### src/rtl/controller_sequencer.sv
// Six-phase ring-counter sequencer producing the 12-bit control word for a SAP-1 style CPU.
// Optional instruction counter output is enabled by defining INSTR_COUNT_EN.
module controller_sequencer (
    input  logic        clk,
    input  logic        clear,
    input  logic [3:0]  opcode,
    output logic [11:0] con,
    output logic [5:0]  t_state,
    output logic        hlt
`ifdef INSTR_COUNT_EN
    ,
    output logic [7:0]  instr_count
`endif
);

    typedef enum logic [5:0] {
        T1 = 6'b000001,
        T2 = 6'b000010,
        T3 = 6'b000100,
        T4 = 6'b001000,
        T5 = 6'b010000,
        T6 = 6'b100000
    } ring_t;

    typedef enum logic [3:0] {
        OP_LDA = 4'b0000,
        OP_ADD = 4'b0001,
        OP_SUB = 4'b0010,
        OP_OUT = 4'b1110,
        OP_HLT = 4'b1111
    } op_t;

    // Control word bit order: Cp Ep Lm_n CE_n Li_n Ei_n La_n Ea Su Eu Lb_n Lo_n.
    localparam logic [11:0] CON_IDLE   = 12'h3E3;
    localparam logic [11:0] CON_FETCH1 = 12'h5E3;
    localparam logic [11:0] CON_FETCH2 = 12'hBE3;
    localparam logic [11:0] CON_FETCH3 = 12'h263;
    localparam logic [11:0] CON_MAR_IR = 12'h1A3;
    localparam logic [11:0] CON_LDA_T5 = 12'h2C3;
    localparam logic [11:0] CON_ALU_T5 = 12'h2E1;
    localparam logic [11:0] CON_ADD_T6 = 12'h3C7;
    localparam logic [11:0] CON_SUB_T6 = 12'h3CF;
    localparam logic [11:0] CON_OUT_T4 = 12'h3F2;

    ring_t ring_q;
    ring_t ring_d;
    logic  ring_valid;
    logic  hlt_d;

    // NOTE: every variable written here gets a default first so no latch is inferred.
    always_comb begin
        ring_d     = T1;
        ring_valid = 1'b1;
        hlt_d      = hlt;
        case (ring_q)
            T1: ring_d = T2;
            T2: ring_d = T3;
            T3: ring_d = T4;
            T4: ring_d = (opcode == OP_HLT) ? T4 : T5;
            T5: ring_d = T6;
            T6: ring_d = T1;
            default: begin
                ring_d     = T1;
                ring_valid = 1'b0;
            end
        endcase

        // A halted ring holds position; a corrupted ring always reloads T1.
        if (hlt && ring_valid) begin
            ring_d = ring_q;
        end

        if (!hlt && ring_q == T4 && opcode == OP_HLT) begin
            hlt_d = 1'b1;
        end
    end

    // NOTE: sequential state uses non-blocking assignments so all registers update together.
    always_ff @(posedge clk or posedge clear) begin
        if (clear) begin
            ring_q <= T1;
            hlt    <= 1'b0;
        end else begin
            ring_q <= ring_d;
            hlt    <= hlt_d;
        end
    end

    assign t_state = ring_q;

    always_comb begin
        con = CON_IDLE;
        if (!hlt) begin
            case (ring_q)
                T1: con = CON_FETCH1;
                T2: con = CON_FETCH2;
                T3: con = CON_FETCH3;
                T4: begin
                    case (opcode)
                        OP_LDA, OP_ADD, OP_SUB: con = CON_MAR_IR;
                        OP_OUT:                 con = CON_OUT_T4;
                        default:                con = CON_IDLE;
                    endcase
                end
                T5: begin
                    case (opcode)
                        OP_LDA:         con = CON_LDA_T5;
                        OP_ADD, OP_SUB: con = CON_ALU_T5;
                        default:        con = CON_IDLE;
                    endcase
                end
                T6: begin
                    case (opcode)
                        OP_ADD:  con = CON_ADD_T6;
                        OP_SUB:  con = CON_SUB_T6;
                        default: con = CON_IDLE;
                    endcase
                end
                default: con = CON_IDLE;
            endcase
        end
    end

`ifdef INSTR_COUNT_EN
    // Counts completed instructions; T6 can never be the halted position.
    always_ff @(posedge clk or posedge clear) begin
        if (clear) begin
            instr_count <= 8'd0;
        end else if (!hlt && ring_q == T6) begin
            instr_count <= instr_count + 8'd1;
        end
    end
`endif

endmodule

### config.mk
export PLATFORM = sky130hd
export DESIGN_NAME = controller_sequencer
export DESIGN_NICKNAME = d
export VERILOG_FILES = /design/src/rtl/controller_sequencer.sv
export SDC_FILE = /design/constraint.sdc
export NUM_CORES = 1
export LEC_CHECK = 0
export CAP_MARGIN = 20
export CORE_MARGIN = 5
export CORE_UTILIZATION = 49
export DETAILED_ROUTE_END_ITERATION = 8
export PLACE_DENSITY = 0.86
export SLEW_MARGIN = 20
export SYNTH_ARGS = -nofsm -noshare
export SYNTH_HDL_FRONTEND = slang
export SYNTH_SLANG_ARGS = --single-unit
### constraint.sdc
create_clock -name clk -period 2.4 [get_ports clk]
set_clock_uncertainty 0.05 [all_clocks]
set_input_delay 0.24 -clock clk [delete_from_list [all_inputs] [get_ports clk]]
set_output_delay 0.24 -clock clk [all_outputs]
set_load 0.03 [all_outputs]
Word level (Yosys, flattened, before mapping)
Cells that the tools add are included.
{ "op_classes": {"n_addsub": 0, "multipliers": 0, "n_div": 0, "n_lt_le_gt_ge": 0, "eq_ne": 10, "shifts": 0, "mux": 8, "n_bitwise": 0, "reduce_logical": 8} }
{ "ops": {"columns": ["operator", "count"], "rows": [
  ["one-hot mux 12 bit (6 select lines)", 1],
  ["one-hot mux 6 bit (5 select lines)", 1],
  ["one-hot mux 10 bit (2 select lines)", 1],
  ["one-hot mux 9 bit (2 select lines)", 1],
  ["two-way mux 12 bit", 1],
  ["one-hot mux 6 bit (2 select lines)", 1],
  ["== test 4 bit, second input constant", 2],
  ["== test 6 x 1 -> 1 bit, second input constant", 1],
  ["== test 6 x 2 -> 1 bit, second input constant", 1],
  ["== test 6 x 3 -> 1 bit, second input constant", 1],
  ["== test 6 x 4 -> 1 bit, second input constant", 1],
  ["== test 6 x 5 -> 1 bit, second input constant", 1],
  ["== test 6 bit, second input constant", 1],
  ["OR reduction 6 bit", 1],
  ["two-way mux 5 bit", 1],
  ["== test 4 x 1 -> 1 bit, second input constant", 1],
  ["== test 4 x 2 -> 1 bit, second input constant", 1],
  ["logical NOT 4 bit", 1],
  ["logical AND 1 bit", 3],
  ["OR reduction 3 bit", 1],
  ["OR reduction 2 bit", 1],
  ["logical NOT 1 bit", 1],
  ["two-way mux 1 bit", 1]
]} }
{ "totals": {"register_bits": 7, "latch_bits": 0, "mem_bits_rw": 0, "mem_bits_ro": 0, "inputBits": 6, "wordCells": 28, "memories": 0} }

Depth between registers and ports, before layout
{ "logic_depth": {"word_depth": 5, "mapped_depth": 6, "mapped_depth_nobuf": 5} }

Worst setup path after synthesis
Ideal clock, no wire load.
{ "synth_path": {"kind": "flip-flop to output port", "from": "reg ring_q[3] (netlist: t_state[3])", "to": "out con[2]", "arrival_time_ns": 2.027, "required_ns": 2.110, "path_slack_ns": 0.083, "stages_incl_launch_ff": 5, "path_cell_list": "dfrtp_1 buf_2 nor2_1 nand3_1 nor4_1"} }
{ "synth_via": {"elab_chain_cells": 3, "elab_cells_between_ends": 8} }
{ "synth_lines": {"columns": ["element", "line_no", "text"], "rows": [
  ["start, declared", "45", "ring_t ring_q;"],
  ["start signal, assigned", "84", "ring_q <= ring_d;"],
  ["== test 6 bit (tied with other cells)", "94", "case (ring_q)"],
  ["one-hot mux 12 bit (6 select lines) *", "94", null],
  ["two-way mux 12 bit *", "93", "if (!hlt) begin"],
  ["end, declared", "7", "output logic [11:0] con,"]
]} }
Mark *: on every way between the ends. The rest lies on a longest branch, timed or not.

Worst setup path after layout
{ "layout_path": {"from": "reg ring_q[1] (netlist: t_state[1])", "to": "out con[1]"} }
The elaborated chain is that of the path after synthesis.

==> impl_metrics.env <==
export IMPL_cts_sinks=7
export IMPL_ant_nets=0
export IMPL_p_clk_frac=0.049
export IMPL_drive_above_1_share=0.350
export IMPL_path_max_fanout=5
export IMPL_ys_ff_latch=7
export IMPL_crit_slowest_cell="dfrtp_2"
export IMPL_grt_use_total=0.183
export IMPL_yosys_top_cells_count="nand2_1 (11), nor2_1 (8), o21ai_0 (7)"
export IMPL_cpPeakStageDelay_ns=0.44
export IMPL_crit_family="simple AND/OR/NAND/NOR gates"
export IMPL_seq_area_frac_synth=0.219
export IMPL_peakVddDrop_mv=1.71
export IMPL_required_ns=2.11
export IMPL_synth_avg_cell_area_um2=7.81
export IMPL_syn_nets=109
export IMPL_vias=967
export IMPL_ys_flop_type="dfrtp_1"
export IMPL_fin_crit_sh=0.997
export IMPL_drv_cap=0
export IMPL_synth_area_leaders="dfrtp_1 (19%), nor4b_4 (5.9%), nand2_1 (5.1%)"
export IMPL_first_global_vias=836
export IMPL_syn2layout_area_growth_pct=54.7
export IMPL_initial_utilization=0.528
export IMPL_overflow=0
export IMPL_fin_nets=147
export IMPL_cp_end_kind="primary output"
export IMPL_reg2reg_slack_ns=0.46
export IMPL_die_w_um=50.5
export IMPL_sw_frac_of_total=0.526
export IMPL_final_max_slew_viol_count=0
export IMPL_stdcell_count=156
export IMPL_p_int_mw=1.03
export IMPL_relSlewSlack=0.768
export IMPL_dp_hpwl_um=1790
export IMPL_setup_violations=0
export IMPL_p_switching_mw=1.14
export IMPL_p_seq_frac=0.121
export IMPL_synth_cell_area_um2=805
export IMPL_crit_start="t_state[1]"
export IMPL_reg2regPathDepth=7
export IMPL_gp_congestion=0.894
export IMPL_leakage_nw=0.543
export IMPL_cts_buffers=3
export IMPL_r2r_start="t_state[1]"
export IMPL_finalSetupTns_ns=0
export IMPL_power_density_nw_per_um2=1740
export IMPL_yosys_warnings=0
export IMPL_fp_coreArea_um2=1520
export IMPL_die_h_um=50.5
export IMPL_status="finished clean"
export IMPL_crit_end="con[1]"
export IMPL_synth_top_cell_area_share=0.187
export IMPL_r2r_end="t_state[5]"
export IMPL_num_antenna_cells=0
export IMPL_yosysUniqueCellTypes=45
export IMPL_rsz0062_at_grt="yes"
export IMPL_cts_hold_buf=0
export IMPL_async_reset_ff_frac=1.00
export IMPL_row_count=14
export IMPL_io_buffers=24
export IMPL_routedWlPerCell_um=17.7
export IMPL_antenna_found_initial=0
export IMPL_synth_edf_count=0
export IMPL_die_area_um2=2550
export IMPL_path_cells="buf_8 -> nor4b_4 -> a221oi_4 -> o211a_1 -> nor3_2 -> nand3_1 -> buf_6"
export IMPL_yosys_cell_count_top_type="nand2_1"
export IMPL_cts_tree="yes"
export IMPL_io_pins=25
export IMPL_startpoint_type="flop"
export IMPL_worstSkewPairLatency_ns=0.25
export IMPL_holdWs_ns=0.177
export IMPL_setup_worst_path_class="reg -> out"
export IMPL_wirelength_um=2750
export IMPL_worstMarginPinSlew_ns=0.346
export IMPL_synth_cells=103
export IMPL_htree_levels=1
export IMPL_hold_violations=0
export IMPL_drc_errors=0
export IMPL_root_buffer="clkbuf_4"
export IMPL_grt_pass1_wl_um=3860
export IMPL_yosys_area_top_type="dfrtp_1"
export IMPL_clockBufferDepth=2
export IMPL_comb_power_share=0.829
export IMPL_drtIter0Drc=76
export IMPL_viasPerCell=6.20
export IMPL_clock_fmax_mhz=418
export IMPL_grt_max_degree=15
export IMPL_firstDrtPassIters=4
export IMPL_n_fill_cell=100
export IMPL_path_depth=7
export IMPL_finalCriticalPeriod_ns=2.39
export IMPL_place_inst=142
export IMPL_path_clk_slew_ns=0.05
export IMPL_holdCritPathClass="in -> async"
export IMPL_crit_buf_inv=2
export IMPL_cp_data_arrival_time_ns=2.10
placed cells by master (no fill, tap or decap), types with 4 or more instances in the layout:
master and count:
dlygate4sd2_1 4, nand3_1 5, nand4_1 4, nand2_1 11, buf_4 18, nor2_1 6, nand2b_1 4, o21ai_0 7
clkdlybuf4s50_1 12
layout make-up:
cell class                      count  area [um^2]  area share
Multi-Input combinational cell     85          611       0.490
Timing Repair Buffer               41          390       0.314
Sequential cell                     7          184       0.148
Clock buffer                        4         26.3      0.0211
Tap cell                           16         20.0      0.0161
Inverter                            3         13.8      0.0111
cell families (layout without fill, tap and decap cells):
logic type / Yosys count / in the layout / share of synthesized area
flops: 7 / 7 / 0.219
compound gates: 22 / 22 / 0.191
buf+inv: 11 / 48 / 0.0762
simple gates: 59 / 59 / 0.462
mux: 1 / 1 / 0.0187
xor+xnor: 3 / 3 / 0.0327
state kept, by name, indices dropped and copies added, names as in the netlist:
signal and count:
t_state 6, hlt 1
through the flow:
| step | setup slack (ns) | total power, mW | util | area [um^2] |
|---|---|---|---|---|
| final | 0.00713 | 2.17 | 0.817 | 1240 |
| after global routing | -0.106 | 2.30 | 0.817 | 1240 |
| after CTS | 0.00347 | 1.83 | 0.709 | 1080 |
| after detailed placement | 0.0968 | 1.71 | 0.690 | 1050 |
| after global placement | 0.116 | 1.68 | 0.690 | 1050 |
| after floorplan | 0.0830 | 1.23 | - | 805 |
per-layer routing:
layer  wire (um)  up-vias  GRT usage
met3         261        8     0.0385
li1            -      448          -
met4          68        0     0.0383
met1        1050      446      0.241
met5           0        -          0
met2        1370       65      0.306
worst min-delay path by stage:
| stage | startpoint | endpoint | cells past startpoint |
|---|---|---|---|
| 3_5_place_dp | clear | t_state[2] | 2 |
| 2_1_floorplan | clear | hlt | 1 |
| 6_report | clear | hlt | 2 |
| 3_3_place_gp | clear | t_state[2] | 2 |
| 4_1_cts | clear | t_state[1] | 2 |
| 5_1_grt | clear | t_state[2] | 2 |
power groups by stage:
stage | sequential (mW) | combinational (mW) | clock [mW]
floorplan | 0.296 | 0.938 | 0
global placement | 0.242 | 1.44 | 0
detailed placement | 0.245 | 1.46 | 0
CTS | 0.246 | 1.48 | 0.110
global route | 0.270 | 1.91 | 0.119
finish | 0.263 | 1.80 | 0.107
timing repair:
action	CTS	global route
setup buffers	0	9
cloned	0	1
endpoints found under the setup margin	10	8
hold endpoints to repair	0	0
gates resized for setup	5	16
pin swaps	0	6
Power figures use the tool's default switching activity.
